`config.mk`:
```
export PLATFORM = sky130hd
export DESIGN_NAME = dyn_mem_map_cfg_ctrl
export DESIGN_NICKNAME = d
export VERILOG_FILES = /design/src/rtl/dyn_mem_map_cfg_ctrl.sv
export SDC_FILE = /design/constraint.sdc
export NUM_CORES = 1
export LEC_CHECK = 0
export BUFFER_PORTS_ARGS = -buffer_cell sky130_fd_sc_hd__buf_2
export CAP_MARGIN = 20
export CORE_MARGIN = 10
export CORE_UTILIZATION = 50
export DETAILED_ROUTE_END_ITERATION = 8
export GPL_ROUTABILITY_DRIVEN = 0
export GPL_TIMING_DRIVEN = 0
export PLACE_DENSITY = 0.69
export SLEW_MARGIN = 10
export SYNTH_ARGS = -nofsm -noshare
export SYNTH_HDL_FRONTEND = slang
export SYNTH_SLANG_ARGS = --single-unit
export TNS_END_PERCENT = 1
```
`constraint.sdc`:
```
create_clock -name clk_i -period 2.3 [get_ports clk_i]
set_input_delay 0.345 -clock clk_i [delete_from_list [all_inputs] [get_ports clk_i]]
set_output_delay 0.345 -clock clk_i [all_outputs]
set_load 0.02 [all_outputs]
```
`src/rtl/dyn_mem_map_cfg_ctrl.sv`:
```
// dyn_mem_map_cfg_ctrl: shadow/active mapping-rule store with commit-time TCDM quiesce
// and an outstanding-transaction cap on the upstream-to-address-map path.
module dyn_mem_map_cfg_ctrl #(
  parameter int NUM_MAP_RULES   = 4,
  parameter int ADDR_WIDTH      = 32,
  parameter int IDX_WIDTH       = 2,
  parameter int MAX_OUTSTANDING = 8,
  localparam int RULE_W = IDX_WIDTH + 2 * ADDR_WIDTH,
  localparam int SLOT_W = (NUM_MAP_RULES > 1) ? $clog2(NUM_MAP_RULES) : 1,
  localparam int CNT_W  = $clog2(MAX_OUTSTANDING + 1)
) (
  input  logic                            clk_i,
  input  logic                            rst_ni,
  input  logic                            cfg_valid_i,
  output logic                            cfg_ready_o,
  input  logic [SLOT_W-1:0]               cfg_rule_idx_i,
  input  logic [RULE_W-1:0]               cfg_rule_i,
  input  logic                            cfg_commit_i,
  output logic                            cfg_commit_done_o,
  output logic [NUM_MAP_RULES*RULE_W-1:0] rules_o,
  output logic                            rules_valid_o,
  input  logic                            up_req_i,
  output logic                            up_gnt_o,
  output logic                            dn_req_o,
  input  logic                            dn_gnt_i,
  input  logic                            dn_rvalid_i,
  output logic                            busy_o,
  output logic                            err_o
);
  typedef enum logic [1:0] {IDLE, DRAIN, SWAP} state_e;
  state_e                                  r_state;
  logic [NUM_MAP_RULES-1:0][RULE_W-1:0]    r_shadow;
  logic [NUM_MAP_RULES-1:0][RULE_W-1:0]    r_active;
  logic [CNT_W-1:0]                        r_cnt;
  logic                                    r_rules_valid;
  logic                                    r_err;
  logic                                    r_done;
  logic                                    w_idle;
  logic                                    w_open;
  logic                                    w_inc;
  logic                                    w_slot_ok;
  assign w_idle            = (r_state == IDLE);
  assign w_open            = w_idle & r_rules_valid & (r_cnt < CNT_W'(MAX_OUTSTANDING));
  assign dn_req_o          = up_req_i & w_open;
  assign up_gnt_o          = dn_gnt_i & dn_req_o;
  assign w_inc             = up_gnt_o;
  assign w_slot_ok         = 32'(cfg_rule_idx_i) < NUM_MAP_RULES;
  assign cfg_ready_o       = w_idle;
  assign cfg_commit_done_o = r_done;
  assign rules_o           = r_active;
  assign rules_valid_o     = r_rules_valid;
  assign busy_o            = ~w_idle;
  assign err_o             = r_err;
  // A grant and a response in the same cycle cancel; a lone response at zero is an error.
  always_ff @(posedge clk_i or negedge rst_ni) begin
    if (!rst_ni) begin
      r_cnt <= '0;
      r_err <= 1'b0;
    end else if (w_inc && !dn_rvalid_i) begin
      r_cnt <= r_cnt + 1'b1;
    end else if (!w_inc && dn_rvalid_i) begin
      if (r_cnt == '0) r_err <= 1'b1;
      else r_cnt <= r_cnt - 1'b1;
    end
  end
  always_ff @(posedge clk_i or negedge rst_ni) begin
    if (!rst_ni) r_shadow <= '0;
    else if (cfg_valid_i && cfg_ready_o && w_slot_ok) r_shadow[cfg_rule_idx_i] <= cfg_rule_i;
  end
  // Drain exit looks at the registered count, so the final response lands before the swap.
  always_ff @(posedge clk_i or negedge rst_ni) begin
    if (!rst_ni) begin
      r_state       <= IDLE;
      r_active      <= '0;
      r_rules_valid <= 1'b0;
      r_done        <= 1'b0;
    end else begin
      case (r_state)
        IDLE: begin
          r_done <= 1'b0;
          if (cfg_commit_i) r_state <= DRAIN;
        end
        DRAIN: begin
          if (r_cnt == '0) begin
            r_state <= SWAP;
            r_done  <= 1'b1;
          end
        end
        SWAP: begin
          r_active      <= r_shadow;
          r_rules_valid <= 1'b1;
          r_done        <= 1'b0;
          r_state       <= IDLE;
        end
        default: begin
          r_state <= IDLE;
          r_done  <= 1'b0;
        end
      endcase
    end
  end
endmodule

```
======== Word-level counts from Yosys, hierarchy flattened ========
Cells that the tools add are included.
word-level totals
  register bits after elaboration ......... 537
  output and inout bits ................... 271
  word-level logic and storage cells ...... 52
cells by class
  multiplexer cells ....................... 11
  equality and inequality tests ........... 5
  $add $sub $neg .......................... 2
  reduce and logical (&&, ||, !) cells .... 12
  bitwise gates (word level) .............. 6
  magnitude comparators ................... 3
operator list
  cell                   count
  $bwmux W264            1
  $demux W66 S2          1
  $mux W66               1
  $mux W4                3
  $add A4 B1 Y4 const B  1
  $and A1 B1 Y1          4
  $logic_and A1 B1 Y1    4
  $logic_not A4 Y1       1
  $lt A4 B4 Y1 const B   1
  $mux W2                2
  $ne A2 B2 Y1 const B   2
  $pmux W2 S2            1
  $reduce_and A2 Y1      2
  $sub A4 B1 Y4 const B  1
  $lt A2 B3 Y1 const B   1
  $reduce_and A3 Y1      1
  $eq A2 B1 Y1 const B   1
  $eq A2 B2 Y1 const B   1
  $ge A2 B1 Y1 const B   1
  $logic_not A1 Y1       2
  $logic_not A2 Y1       1
  $mux W1                2
  $ne A2 B1 Y1 const B   1
  $not A1 Y1             2
  $reduce_bool A2 Y1     1

======== Depth between registers and ports, before layout ========
Gate-level depths: netlist (run 1).
  depth in word-level cells ............... 9
  mapped depth ............................ 11
  mapped depth without buffers ............ 11

======== Least setup slack after synthesis (run 1) ========
Ideal clock, no wire load.
  path kind ............................... register -> register
  from .................................... register r_state[0]
  to ...................................... register r_cnt[3]
  period minus slack after synthesis ...... 2.506 ns
  setup slack ............................. -0.206 ns
  required time ........................... 2.220 ns
  arrival time ............................ 2.426 ns
  setup time .............................. 0.080 ns
  stages on the path, launching flop included .. 12
  path buffers ............................ 0
  cells stage by stage .................... dfrtp_1 > nor2_4 > and4b_1 > nand2_1 > inv_1 > ha_1 > inv_1 > ha_1 > a21oi_1 > a211oi_1 > a31oi_1 > xnor2_1
on the way
  word-level cells in the longest chain between the ends .. 9
  elaborated cells between the ends (all ways) .. 12
  those cells by class .................... eq/ne (1); mux (1); bitwise (4); reduce/logical (6)
ends and longest elaborated chain
  what                                 line  text
  start: declaration                   31    state_e r_state;
  start signal: assignment             73    r_state <= IDLE;
  start signal: assignment             81    if (cfg_commit_i) r_state <= DRAIN;
  start signal: assignment             85    r_state <= SWAP;
  $logic_not A2 Y1 (*)                 42    assign w_idle = (r_state == IDLE);
  named net cfg_ready_o                15    output logic cfg_ready_o,
  $and A1 B1 Y1 (*) (2 in series)      43    assign w_open = w_idle & r_rules_valid & (r_cnt < CNT_W'(MAX_OUTSTANDING));
  $and A1 B1 Y1 (*)                    44    assign dn_req_o = up_req_i & w_open;
  named net dn_req_o                   24    output logic dn_req_o,
  $and A1 B1 Y1 (*)                    45    assign up_gnt_o = dn_gnt_i & dn_req_o;
  named net up_gnt_o                   23    output logic up_gnt_o,
  $logic_not A1 Y1                     61    end else if (!w_inc && dn_rvalid_i) begin
  $logic_and A1 B1 Y1                  61
  $reduce_bool A2 Y1 (no source line)  -
  $reduce_and A2 Y1 (no source line)   -
  end signal: assignment               60    r_cnt <= r_cnt + 1'b1;
  end signal: assignment               63    else r_cnt <= r_cnt - 1'b1;
  end: declaration                     34    logic [CNT_W-1:0] r_cnt;
Mark *: on every way through the listed nets, which the timed path passes. The rest lies on a longest branch.
A chain may end at the register's enable or synchronous reset.

======== Worst setup path in the final report (run 1) ========
  from .................................... register r_state[0]
  to ...................................... register r_shadow[57] in the netlist's numbering
on the way
  word-level cells in the longest chain between the ends .. 2
ends and longest elaborated chain
  what                            line  text
  $logic_not A2 Y1                42
  $logic_and A1 B1 Y1             68    else if (cfg_valid_i && cfg_ready_o && w_slot_ok) r_shadow[cfg_rule_idx_i] <= cfg_rule_i;
  end signal: indexed assignment  68
  end: declaration                32    logic [NUM_MAP_RULES-1:0][RULE_W-1:0] r_shadow;
No other way between the ends.

==> metrics.cfg, run 1 <==
[final_layout]
fin_util = 0.616
regArea_mm2 = 0.0134
final_area_mm2 = 0.0245
fillers = 3019
nets = 1658
area_growth_pct = 22.0
stdcell_count = 2147
drive_gt1_frac = 0.637
multi_input_area_mm2 = 0.00625

[place]
port_buffers = 345
dp_hpwl_um = 33400
dpl_worst_slack_ps = 50.2
place_area_mm2 = 0.0226
placedCellCount = 2038

[setup_path]
crit_arrival_ps = 2670
critical_path.endpoint = r_shadow[57]$_DFFE_PN0P_
rrSetupSlack_ps = 100
startpoint = r_state[0]$_DFFE_PN0P_
crit_path_end_kind = register
reg2reg_depth = 7
setup.worst_path.class = register to register
start_kind = register
r2r-end = r_shadow[57]$_DFFE_PN0P_
crit_fanout = 10
required_ps = 2770
crit-reg2reg-launch = r_state[0]$_DFFE_PN0P_

[floorplan]
row_count = 73
die_y_um = 220
top_level_ports = 346
start_util = 0.505
core_mm2 = 0.0397
dieArea_mm2 = 0.0485
dieWidth_um = 220

[logic_synthesis]
syn_area_mm2 = 0.0201
syn_nets = 1243
synth_top_area_share = 0.670
synth.area.top_cells = dfrtp_1, mux2_2, buf_4
postSynthAreaPerCell_um2 = 17.3
synth_edf_count = 0
synth_cell_types = 30
ys_seq_area_frac = 0.670
synth_ff_type = dfrtp_1
yosysWarnings = 0
syn_inst = 1163
synth.ff_latch_count = 537
synth_most_common_cell = dfrtp_1
ys_async_sr_fraction = 1.00
yosysTopAreaCell = dfrtp_1
netlist_top_cells_count = dfrtp_1, mux2_2, buf_4

[detailed_routing]
via_per_inst = 5.15
dr_wl_met2_um = 23700
wl_per_cell_um = 22.0
drt_pass1_iterations = 4
topRoutingLayerUsed = met4
wl_met3_um = 2990
ant_nets = 0
route.detailed.drc = 0
vias = 11100
drt_wl_total_um = 47200
drt-initial-drc-count = 585
wl_met1_um = 19700

[timing]
maxSlewViolCount = 0
worstMarginPinSlew_ps = 976
fin_crit_ps = 2200
max_freq_mhz = 455
finalSetupViolCount = 0
period_share = 0.956
hold_viol_final = 0
whs_ps = 41.3
fin_ws_ps = 100
clock_skew_ps = 10.6
maxSlewHeadroom = 0.343
tns_ps = 0

[global_routing]
grt_max_degree = 114
grt_use_total = 0.196
grt_pass1_wl_um = 73300
grt-ovfl-total = 0
antenna_found_initial = 1
grt_pass1_vias = 12200

[clocking]
clk_latency_ps = 590
h-tree-depth = 2
cts_buffer_depth = 3
clock-sinks = 537
tritoncts = built
clkSlewWorstSetupHoldPaths_ps = 60
numCtsBuffers = 53
clockRootBuffer = clkbuf_16

[run]
drv_cap = 0

[power]
power.share.switching = 0.281
p_per_area_mw_per_mm2 = 1190
p_seq_frac = 0.486
p_int_mw = 20.9
pwr-share-clk = 0.294
pwr-share-comb = 0.220
ir_worst_vdd_mv = 0.682
p_sw_mw = 8.15
total_power_mw = 29.0
p_leak_nw = 12.9

[status]
status = finished clean

[min_path]
hp-class = input port to register

layout make-up:
cell class | count | area share
tap | 525 | 0.0268
buffer | 58 | 0.0160
antenna | 2 | 0.000204
sequential | 537 | 0.549
timing repair buffer | 360 | 0.0803
inverter | 4 | 0.000613
clock buffer | 82 | 0.0673
multi-input combinational | 564 | 0.255
clock inverter | 15 | 0.00424
worst min path at each step:
stage	start	to	slack [ps]	depth (start not counted)
after floorplan	rst_ni	cfg_commit_done_o$_DFFE_PN0P_	50	0
after global placement	err_o$_DFFE_PN0P_	err_o$_DFFE_PN0P_	440	1
after detailed placement	rst_ni	rules_o[13]$_DFFE_PN0N_	220	1
after CTS	cfg_rule_i[13]	r_shadow[211]$_DFFE_PN0P_	3	2
after global routing	cfg_rule_i[15]	r_shadow[81]$_DFFE_PN0P_	20	2
final	cfg_rule_i[56]	r_shadow[188]$_DFFE_PN0P_	40	2
cells by family (layout without fill, tap and decap cells):
kind of cell,Yosys count,after routing,synth area share
flip-flops,537,537,0.670
AO/OA/AOI/OAI,7,7,0.00218
buffers and inverters,62,519,0.0203
AND/OR/NAND/NOR,21,21,0.00667
XOR/XNOR,3,3,0.00131
other,0,2,0
adder cells (fa/ha/maj),5,5,0.00349
multiplexers,528,528,0.296
repair_timing:
action	CTS	global route
setup buffers	0	3
hold buffers	7	0
gates resized for setup	0	4
hold endpoints to repair	52	0
setup endpoints to repair	0	1
routing by layer:
layer,track usage,up-vias
li1,-,4954
met1,0.250,5831
met2,0.326,228
met3,0.0498,44
met4,0.0577,0
met5,0,-
layout by cell type, fill, tap and decap left out, types with 2 or more instances in the layout:
master         netlist  final
a21oi_1              3      2
buf_16               0      5
buf_2               22    366
buf_4               31     34
buf_6                4      4
clkbuf_1             1     11
clkbuf_16            0     55
clkbuf_8             0     17
clkinv_2             0     13
dfrtp_1            537    535
dfrtp_2              0      2
diode_2              0      2
dlygate4sd3_1        0      7
ha_1                 4      2
inv_1                4      2
inv_2                0      2
mux2_1               7      7
mux2_2             521    521
nand2_1              5      4
nand2b_1             2      2
nor2_1               3      3
xnor2_1              2      2
sequential cells by signal, indices dropped and copies added (netlist names):
register / flops
rules_valid_o: 1
cfg_commit_done_o: 1
r_shadow: 264
r_cnt: 4
err_o: 1
r_state: 2
rules_o: 264
power by group through the flow:
stage                     clock network, mW  logic [mW]  registers, mW
after global placement                    0        6.20           14.1
after global routing                   9.19        6.95           14.5
after floorplan                           0        3.40           14.8
after CTS                              8.78        6.47           14.1
after detailed placement                  0        6.44           14.3
final                                  8.55        6.39           14.1
worst max-delay path: stages, from the launching register on:
cell     delay (ps)
dfrtp_2         430
nor2_4          160
buf_4           150
nand2_1          90
nor3_2          290
buf_4           310
buf_4           270
mux2_2          360
Power figures use the tool's default switching activity.
==> run 2: changes to the inputs <==
- REMOVE_ABC_BUFFERS: not set -> 1
- SLEW_MARGIN: 10 -> not set
==> metrics.cfg, run 2 (synthesized netlist as in run 1, its figures left out) <==
[status]
status = finished with violations
violations = setup timing

[setup_path]
crit_arrival_ps = 2830  ; +160 ps
crit_path_end_kind = register
setup.worst_path.class = register to register
start_kind = register
required_ps = 2760  ; about the same
crit_fanout = 11  ; +1

[global_routing]
top_usage_layer = met2
grt-ovfl-total = 0  ; unchanged
grt_use_total = 0.186  ; -0.00991
grt_pass1_wl_um = 70600  ; -3.6%
antenna_found_initial = 4  ; +3
met3_usage = 0.0550  ; +0.00519
grt_pass1_vias = 12200  ; +0.18%
grt_use_met2 = 0.302  ; -0.0242
grt_max_degree = 126  ; +11%
met1_usage = 0.237  ; -0.0132

[timing]
maxSlewHeadroom = 0.328  ; -0.0158
tns_ps = -968  ; -968 ps
clock_skew_ps = 11.0  ; +0.337 ps
finalSetupViolCount = 24  ; +24
fin_crit_ps = 2370  ; +174 ps
rsz0062_at_grt = true
worstMarginPinSlew_ps = 999  ; +23.5 ps
whs_ps = 5.73  ; -35.6 ps
fin_ws_ps = -73.5  ; -174 ps
max_freq_mhz = 421  ; -7.3%
period_share = 1.03  ; +0.0756
maxSlewViolCount = 0  ; unchanged
hold_viol_final = 0  ; unchanged

[clocking]
tritoncts = built
clkSlewWorstSetupHoldPaths_ps = 60  ; about the same
clockRootBuffer = clkbuf_16
clk_latency_ps = 580  ; about the same
numCtsBuffers = 54  ; +1.9%
clock-sinks = 537  ; unchanged
h-tree-depth = 2  ; unchanged
cts_buffer_depth = 3  ; unchanged

[floorplan]
row_count = 73  ; unchanged
dieWidth_um = 220  ; unchanged
die_y_um = 220  ; unchanged
core_mm2 = 0.0397  ; unchanged
dieArea_mm2 = 0.0485  ; unchanged
top_level_ports = 346  ; unchanged
start_util = 0.505  ; unchanged

[place]
dp_hpwl_um = 31600  ; -5.4%
place_area_mm2 = 0.0228  ; +0.61%
dpl_worst_slack_ps = -203  ; -253 ps
port_buffers = 345  ; unchanged
placedCellCount = 2006  ; -1.6%

[detailed_routing]
wl_per_cell_um = 21.5  ; -2.2%
vias = 11100  ; +0.018%
drt_pass1_iterations = 4  ; unchanged
drt_wl_total_um = 45600  ; -3.3%
via_per_inst = 5.21  ; +1.1%
drt-initial-drc-count = 525  ; -10%
ant_nets = 0  ; unchanged
route.detailed.drc = 0  ; unchanged

[power]
total_power_mw = 29.1  ; +0.27%
p_per_area_mw_per_mm2 = 1170  ; -1.0%
p_leak_nw = 13.0  ; +0.91%
ir_worst_vdd_mv = 0.897  ; +32%

[run]
drv_cap = 0  ; unchanged

[final_layout]
area_growth_pct = 23.6
most-common-layout-cells = dfrtp_1, mux2_2, buf_2
final_area_mm2 = 0.0248  ; +1.3%
fin_util = 0.624  ; +0.00809
mostFrequentLayoutCell = dfrtp_1
nets = 1635  ; -1.4%
stdcell_count = 2123  ; -1.1%
drive_gt1_frac = 0.623  ; -0.0136

[min_path]
hp-class = input port to asynchronous set/reset pin

[run 2: cell type report]
cell class | count | area, um^2
fill | 2982 | 14900
antenna | 2 | 5.00
clock buffer | 85 | 1630
sequential | 537 | 13400
tap | 525 | 657
multi-input combinational | 565 | 6280
inverter | 4 | 15.0
timing repair buffer | 393 | 2670
clock inverter | 12 | 110
[run 2: final timing paths]
| check | slack, ps | from | endpoint | cells past startpoint |
|---|---|---|---|---|
| max in group asynchronous | 790 | rst_ni | r_state[0]$_DFFE_PN0P_ | 5 |
| worst max-delay path | -70 | r_state[0]$_DFFE_PN0P_ | r_shadow[113]$_DFFE_PN0P_ | 6 |
| min in group clk_i | 40 | cfg_rule_i[56] | r_shadow[254]$_DFFE_PN0P_ | 2 |
| worst max register to register | -70 | r_state[0]$_DFFE_PN0P_ | r_shadow[113]$_DFFE_PN0P_ | 6 |
| worst min register to register | 480 | r_shadow[158]$_DFFE_PN0P_ | r_shadow[158]$_DFFE_PN0P_ | 1 |
| worst min-delay path | 6 | rst_ni | rules_o[222]$_DFFE_PN0N_ | 3 |
[run 2: repair_timing]
| action | in CTS | in global routing |
|---|---|---|
| cloned | 0 | 1 |
| setup buffers | 3 | 3 |
| hold buffers | 10 | 1 |
| hold endpoints to repair | 63 | 51 |
| endpoints found under the setup margin | 250 | 302 |
| pin swaps | 5 | 1 |
| resized for setup | 13 | 6 |
[run 2: layer usage]
| layer | vias to the layer above | part of all wire |
|---|---|---|
| li1 | 4924 | - |
| met1 | 5810 | 0.42 |
| met2 | 250 | 0.48 |
| met3 | 71 | 0.072 |
| met4 | 4 | 0.024 |
| met5 | - | 0.00066 |
[run 2: critical path, stage by stage, from the launching register on]
cell      delay (ps)
dfrtp_2          470
nor2_4           190
nand4b_1         600
buf_8            400
buf_12           160
buf_12           150
mux2_2           280
[run 2: power breakdown]
part           total, mW  switching [mW]  internal (mW)
clock               8.53            3.47           5.06
combinational       6.51            3.11           3.40
sequential          14.1            1.54           12.5
